### src/rtl/lcd_pkg.sv
// Shared types and constants for the HD44780 character LCD write driver.
package lcd_pkg;

  typedef enum logic [2:0] {
    ST_IDLE,
    ST_SETUP,
    ST_PULSE,
    ST_HOLD,
    ST_EXEC,
    ST_PWR_WAIT,
    ST_INIT_ISSUE
  } lcd_state_e;

  localparam int LCD_ON_BIT   = 31;
  localparam int LCD_RS_BIT   = 9;
  localparam int LCD_DATA_MSB = 7;

  localparam int INIT_LEN = 6;
  localparam logic [7:0] INIT_ROM [INIT_LEN] = '{8'h38, 8'h38, 8'h38, 8'h0C, 8'h01, 8'h06};

  // Clear display (0x01) and return home (0x02/0x03) need the long execution wait.
  function automatic logic is_clear_home(input logic rs, input logic [7:0] data);
    return !rs && (data[7:1] == 7'd0) && (data != 8'd0);
  endfunction

  function automatic int max_int(input int a, input int b);
    return (a > b) ? a : b;
  endfunction

endpackage

### src/rtl/lcd_timer.sv
// Loadable down-counter; done is high while the count reads 1.
module lcd_timer #(
  parameter int         W       = 8,
  parameter logic [W-1:0] RST_VAL = '0
) (
  input  logic         i_clk,
  input  logic         i_rst_n,
  input  logic         load,
  input  logic [W-1:0] load_val,
  output logic         done
);

  logic [W-1:0] count;

  always_ff @(posedge i_clk or negedge i_rst_n) begin
    if (!i_rst_n) begin
      count <= RST_VAL;
    end else if (load) begin
      count <= load_val;
    end else if (count != '0) begin
      count <= count - 1'b1;
    end
  end

  assign done = (count == W'(1));

endmodule

### src/rtl/lcd_ctrl.sv
// HD44780 write-cycle sequencer: turns LCD register stores into timed EN pulses.
// Define LCD_INIT_EN to run the power-up wait and built-in init sequence after reset.
module lcd_ctrl
  import lcd_pkg::*;
#(
  parameter int SETUP_CYC   = 4,
  parameter int PULSE_CYC   = 24,
  parameter int HOLD_CYC    = 4,
  parameter int EXEC_CYC    = 2000,
  parameter int CLEAR_CYC   = 82000,
  parameter int POWERUP_CYC = 750000
) (
  input  logic        i_clk,
  input  logic        i_rst_n,
  input  logic [31:0] i_lcd_word,
  input  logic        i_lcd_wr,
  output logic        o_lcd_on,
  output logic        o_lcd_en,
  output logic        o_lcd_rs,
  output logic        o_lcd_rw,
  output logic [7:0]  o_lcd_data,
  output logic        o_lcd_busy,
  output logic        o_lcd_drop,
  output lcd_state_e  o_state
);

  localparam int MAX_CYC = max_int(max_int(max_int(SETUP_CYC, PULSE_CYC), max_int(HOLD_CYC, EXEC_CYC)),
                                   max_int(CLEAR_CYC, POWERUP_CYC));
  localparam int CW = $clog2(MAX_CYC + 1);

`ifdef LCD_INIT_EN
  localparam lcd_state_e RST_STATE = ST_PWR_WAIT;
  localparam logic       RST_BUSY  = 1'b1;
  localparam int         TMR_RST   = POWERUP_CYC;
`else
  localparam lcd_state_e RST_STATE = ST_IDLE;
  localparam logic       RST_BUSY  = 1'b0;
  localparam int         TMR_RST   = 0;
`endif

  lcd_state_e    state;
  logic          armed;
  logic          accept;
  logic          tmr_load;
  logic [CW-1:0] tmr_val;
  logic          tmr_done;
  logic          unused_word;

`ifdef LCD_INIT_EN
  logic          init_active;
  logic [2:0]    init_idx;
`endif

  assign unused_word = ^{i_lcd_word[30:LCD_RS_BIT+1], i_lcd_word[LCD_RS_BIT-1:LCD_DATA_MSB+1]};

  // armed blocks a strobe that coincides with the first edge after reset release.
  assign accept   = armed && i_lcd_wr && (state == ST_IDLE);
  assign o_lcd_rw = 1'b0;
  assign o_state  = state;

  lcd_timer #(
    .W       (CW),
    .RST_VAL (CW'(TMR_RST))
  ) u_timer (
    .i_clk    (i_clk),
    .i_rst_n  (i_rst_n),
    .load     (tmr_load),
    .load_val (tmr_val),
    .done     (tmr_done)
  );

  // Timer reload accompanies every state entry that needs a timed stay.
  always_comb begin
    tmr_load = 1'b0;
    tmr_val  = '0;
    case (state)
      ST_IDLE: begin
        tmr_load = accept;
        tmr_val  = CW'(SETUP_CYC);
      end
`ifdef LCD_INIT_EN
      ST_INIT_ISSUE: begin
        tmr_load = 1'b1;
        tmr_val  = CW'(SETUP_CYC);
      end
`endif
      ST_SETUP: begin
        tmr_load = tmr_done;
        tmr_val  = CW'(PULSE_CYC);
      end
      ST_PULSE: begin
        tmr_load = tmr_done;
        tmr_val  = CW'(HOLD_CYC);
      end
      ST_HOLD: begin
        tmr_load = tmr_done;
        tmr_val  = is_clear_home(o_lcd_rs, o_lcd_data) ? CW'(CLEAR_CYC) : CW'(EXEC_CYC);
      end
      default: ;
    endcase
  end

  always_ff @(posedge i_clk or negedge i_rst_n) begin
    if (!i_rst_n) begin
      state      <= RST_STATE;
      armed      <= 1'b0;
      o_lcd_on   <= 1'b0;
      o_lcd_en   <= 1'b0;
      o_lcd_rs   <= 1'b0;
      o_lcd_data <= 8'h00;
      o_lcd_busy <= RST_BUSY;
      o_lcd_drop <= 1'b0;
`ifdef LCD_INIT_EN
      init_active <= 1'b1;
      init_idx    <= 3'd0;
`endif
    end else begin
      armed <= 1'b1;
      if (armed && i_lcd_wr) begin
        o_lcd_on <= i_lcd_word[LCD_ON_BIT];
        if (state != ST_IDLE) o_lcd_drop <= 1'b1;
      end
      case (state)
        ST_IDLE: begin
          if (accept) begin
            o_lcd_rs   <= i_lcd_word[LCD_RS_BIT];
            o_lcd_data <= i_lcd_word[LCD_DATA_MSB:0];
            o_lcd_drop <= 1'b0;
            o_lcd_busy <= 1'b1;
            state      <= ST_SETUP;
          end
        end
        ST_SETUP: begin
          if (tmr_done) begin
            o_lcd_en <= 1'b1;
            state    <= ST_PULSE;
          end
        end
        ST_PULSE: begin
          if (tmr_done) begin
            o_lcd_en <= 1'b0;
            state    <= ST_HOLD;
          end
        end
        ST_HOLD: begin
          if (tmr_done) state <= ST_EXEC;
        end
        ST_EXEC: begin
          if (tmr_done) begin
`ifdef LCD_INIT_EN
            if (init_active && (init_idx != 3'(INIT_LEN - 1))) begin
              init_idx <= init_idx + 3'd1;
              state    <= ST_INIT_ISSUE;
            end else begin
              init_active <= 1'b0;
              o_lcd_busy  <= 1'b0;
              state       <= ST_IDLE;
            end
`else
            o_lcd_busy <= 1'b0;
            state      <= ST_IDLE;
`endif
          end
        end
`ifdef LCD_INIT_EN
        ST_PWR_WAIT: begin
          if (tmr_done) state <= ST_INIT_ISSUE;
        end
        ST_INIT_ISSUE: begin
          o_lcd_rs   <= 1'b0;
          o_lcd_data <= INIT_ROM[init_idx];
          state      <= ST_SETUP;
        end
`endif
        default: state <= ST_IDLE;
      endcase
    end
  end

endmodule

### config.mk
export PLATFORM = sky130hd
export DESIGN_NAME = lcd_ctrl
export DESIGN_NICKNAME = d
export VERILOG_FILES = /design/src/rtl/lcd_pkg.sv /design/src/rtl/lcd_timer.sv /design/src/rtl/lcd_ctrl.sv
export SDC_FILE = /design/constraint.sdc
export NUM_CORES = 1
export LEC_CHECK = 0
export ABC_AREA = 1
export CAP_MARGIN = 20
export CORE_MARGIN = 2
export CORE_UTILIZATION = 53
export DETAILED_ROUTE_END_ITERATION = 10
export PLACE_DENSITY = 0.85
export REMOVE_ABC_BUFFERS = 1
export SLEW_MARGIN = 40
export SYNTH_ARGS = -nofsm -noshare
export SYNTH_HDL_FRONTEND = slang
export SYNTH_SLANG_ARGS = --single-unit
### constraint.sdc
create_clock -name i_clk -period 3.25 [get_ports i_clk]
set_input_delay 0.65 -clock i_clk [delete_from_list [all_inputs] [get_ports i_clk]]
set_output_delay 0.65 -clock i_clk [all_outputs]
set_load 0.05 [all_outputs]
### Word level (Yosys, flattened, before mapping)

Index checks and enable logic that the tools add are counted.

* add/sub/neg operators: 1
* multiplexer cells: 20
* reduce and logical (&&, ||, !) cells: 19
* equality and inequality tests: 10

Operators by type and width (count)
* $pmux 17 s3: 1
* $mux 20: 2
* $eq 20x1->1 const B: 1
* $reduce_bool 20->1: 1
* $sub 20x1->20 const B: 1
* $mux 17: 1
* $mux 3: 5
* $pmux 3 s5: 1
* $ne 2x2->1 const B: 5
* $reduce_bool 8->1: 1
* $logic_not 7->1: 1
* $mux 1: 7
* $eq 3x2->1 const B: 2
* $pmux 1 s2: 3
* $reduce_and 3->1: 2
* $reduce_bool 2->1: 3
* $reduce_and 5->1: 1
* $logic_and 1x1->1: 4
* $eq 3x1->1 const B: 1
* $eq 3x3->1 const B: 1
* $logic_not 3->1: 1
* $reduce_bool 3->1: 1
* $reduce_or 3->1: 1
* $reduce_and 2->1: 1
* other kinds (2): 2

* output and inout bits: 17
* logic and storage cells: 59
* input bits: 35
* flip-flop bits (word level): 37

### Depth between registers and ports, before layout

* depth in word-level cells: 6
* mapped depth: 10
* gate-level depth less buffers: 10

### Hierarchy

From an unflattened synthesis, not the netlist that was laid out.

* cell total of the unflattened synthesis: 323
* area total of the unflattened synthesis: 2342.2 µm²

By module, submodules not included
* lcd_timer: sequential area each 500.5 µm², times used 1, area each 1505.2 µm², cells an instance 225
* lcd_ctrl: sequential area each 425.4 µm², times used 1, area each 837.1 µm², cells an instance 98

### Worst setup path after synthesis

No wires, ideal clock.

* kind: flip-flop to flip-flop
* from: reg state[0] (netlist: o_state[0])
* to: reg u_timer.count[3]
* required time: 3.120 ns
* library setup time: 0.130 ns
* path slack: 1.479 ns
* clock period less this slack: 1.771 ns
* cell stages (with the launch flop): 7
* data arrival time: 1.641 ns
* buffers on the path: 1
* path through: dfrtp_1 -> inv_1 -> a21oi_2 -> nand4_4 -> nand2_4 -> buf_8 -> o21ai_0

* word-level cells in the longest chain between the ends: 4
* elaborated cells between the ends (all ways): 11
* those cells by class: eq/ne: 3; mux: 3; reduce/logical: 5

RTL lines
* from (decl): line lcd_ctrl.sv:41 `lcd_state_e state;`
* from (signal assigned): line lcd_ctrl.sv:105 `state <= RST_STATE;`
* from (signal assigned): line lcd_ctrl.sv:130 `state <= ST_SETUP;`
* from (signal assigned): line lcd_ctrl.sv:136 `state <= ST_PULSE;`
* $eq 3x2->1 (tied with other cells): line lcd_ctrl.sv:76 `case (state)`
* $reduce_or 3->1 (no source line) (tied with other cells)
* $pmux 1 s2 or $pmux 17 s3 (tied branches): line lcd_ctrl.sv:76
* $mux 20 or $reduce_bool 2->1 (tied branches)
* to (signal assigned): line lcd_timer.sv:19 `count <= load_val;`
* to (signal assigned): line lcd_timer.sv:21 `count <= count - 1'b1;`
* to (decl): line lcd_timer.sv:13 `logic [W-1:0] count;`

Several ways; a longest one is shown, not always the timed one.
A chain may end at the register's enable or synchronous reset.

### Final worst setup path

* from: reg state[1] (netlist: o_state[1])
* to: out o_state[1]

RTL lines
* to (decl): line lcd_ctrl.sv:24 `output lcd_state_e o_state`

No word-level cell between the ends.

==> results.toml <==
[global_route]
antenna_found_initial = 0
grt_max_degree = 38
grt_use_total_pct = 23.7
grt_first_pass_wirelength_um = 8000
grt-ovfl-total = 0
grt_pass1_vias = 1802

[worst_setup_path]
start_kind = "flop"
startpoint = "o_state[1]"
cp-end-kind = "primary output"
arrival_ps = 1630
cp.required_ps = 2600
cpLargestDelayFamily = "buffers and inverters"
critical_path.cell_chain = "clkdlybuf4s50_1"
path_class = "reg -> out"
worst-path-buf-inv = 1
r2r-start = "u_timer.count[0]"
crit_path_max_fanout = 6
critPathMaxStageDelay_ps = 850
critPathSlowestCell = "clkdlybuf4s50_1"

[clock_tree]
cts_hold_buffers = 0
clock_latency_ps = 290
cts_made_buffers = 5
cts_setup_buffers = 0
root_buffer = "clkbuf_8"
clockBufferDepth = 2
clkSlewWorstSetupHoldPaths_ps = 70
htreeDepth = 2
clock_sinks = 37
cts_resized = 0
cts_tree = "done"

[synth]
yosys_warnings = 0
yosys.cell_types.count = 33
syn_area_per_cell_um2 = 7.70
synth-seq-cells = 37
yosysMostFrequentCell = "nand2_1"
async_flop_share_pct = 100
synth_ff_type = "dfrtp_1"
synth_top_area_share_pct = 43.6
netlist_instances = 276
yosys-top-cells-count = "nand2_1, nor2_1, dfrtp_1"
syn-cell-area_um2 = 2120
yosys.area.top_type = "dfrtp_1"
ys_seq_area_share_pct = 43.6
synth_edf_count = 0
yosys-top-cells-area = "dfrtp_1, nand2_1, nor2_1"

[placed_design]
place.gp.congestion = 0.894
place_area_um2 = 2440
io_buffers = 28
hpwl_um = 3400
place_inst = 352
dpl_worst_slack_ps = 1060

[power]
total_power_mw = 2.36
powerDensity_nw_per_um2 = 939
max-vdd-ir-drop_v = 0.000639
p_leak_nw = 1.19

[die]
die_y_um = 67.3
io_pins = 52
start_util_pct = 54.3
coreArea_um2 = 3910
num_rows = 23
die_width_um = 67.3
dieArea_um2 = 4530

[sta]
fmax_mhz = 439
drv_slew = 0
setup_slack_ps = 972
finalSetupViolCount = 0
min_period_ps = 2280
slew_headroom_pct = 66.2
tns_ps = 0
fin_hold_ws_ps = 305
rsz0062_at_grt = "no"
worst_pin_slew_ps = 506
min_period_over_period_pct = 70.1
fin_worst_skew_ps = 4.18
finalHoldViolations = 0

[final_layout]
finish.utilization_pct = 64.4
fin_nets = 346
fillCellCount = 346
drive_gt1_share_pct = 10.1
area_delta_synth_final_pct = 18.6
stdcell_count = 358
diodes = 0
fin_area_um2 = 2520

[outcome]
status = "complete, no violations"

[min_path]
hold_class = "in -> async"

[route]
wl_per_cell_um = 13.2
drt_pass1_iterations = 5
viasPerCell = 5.22
vias = 1867
ant_nets = 0
drc = 0
dr.first_iter.drc_count = 203
wl_um = 4720

[flow_run]
max_cap_viol_count = 0
state kept, by name, indices dropped and copies added, names as in the netlist, named ones only:
name,flops
armed,1
o_state,3
o_lcd_on,1
u_timer.count,20
o_lcd_rs,1
o_lcd_en,1
o_lcd_data,8
o_lcd_busy,1
layout make-up:
class	instances	area [um^2]	share of cell area [%]
clock inverters	1	5.00	0.199
flip-flops and latches	37	926	36.8
repair buffers	29	285	11.3
clock buffers	5	68.8	2.73
well taps	50	62.6	2.48
inverters	29	111	4.42
multi-input cells	207	1060	42.1
cell usage in the layout (no fill, tap or decap), types with 2 or more instances in the layout:
| cell | instances |
|---|---|
| nand2_1 | 74 |
| nor2_1 | 38 |
| dfrtp_1 | 37 |
| clkdlybuf4s50_1 | 27 |
| inv_1 | 24 |
| nand3_1 | 20 |
| nor3_1 | 12 |
| o21ai_0 | 12 |
| a21oi_1 | 10 |
| xor2_1 | 8 |
| clkbuf_8 | 5 |
| nor2_2 | 4 |
| nor2_4 | 4 |
| inv_2 | 4 |
| xnor2_1 | 3 |
| nand4_1 | 3 |
| nand2_2 | 2 |
| nand3b_1 | 2 |
| ha_1 | 2 |
| conb_1 | 2 |
| buf_4 | 2 |
layer usage:
metal  vias up  global-route usage, %  share of wire [%]  wire length (um)
met2        61                   40.2                 48              2280
li1        944                      -                  -                 -
met1       854                   29.3                 45              2120
met4         0                   9.44                1.6                75
met5         -                      0                  0                 0
met3         8                   5.33                5.2               247
kinds of logic after synthesis:
group           Yosys count  synth area share, %
simple gates            165                 36.7
flops                    37                 43.6
buf+inv                  32                 6.54
compound gates           26                 6.60
xor+xnor                 11                 4.54
fa+ha+maj                 2                 1.18
other cells               2                0.353
mux                       1                0.530
power breakdown:
part	internal, mW	total, mW	switching [mW]
Clock	0.141	0.299	0.158
Combinational	0.431	1.30	0.868
Sequential	0.612	0.766	0.155
worst paths after layout:
| path | end | slack [ps] | cells past startpoint |
|---|---|---|---|
| min reg2reg | o_lcd_en | 490 | 2 |
| min in group i_clk | o_lcd_en | 490 | 2 |
| max in group asynchronous | o_lcd_busy | 2600 | 1 |
| max reg2reg | u_timer.count[1] | 1370 | 8 |
| max | o_state[1] | 970 | 1 |
| min | u_timer.count[11] | 310 | 1 |
No activity file was read; power rests on OpenSTA's default activity.
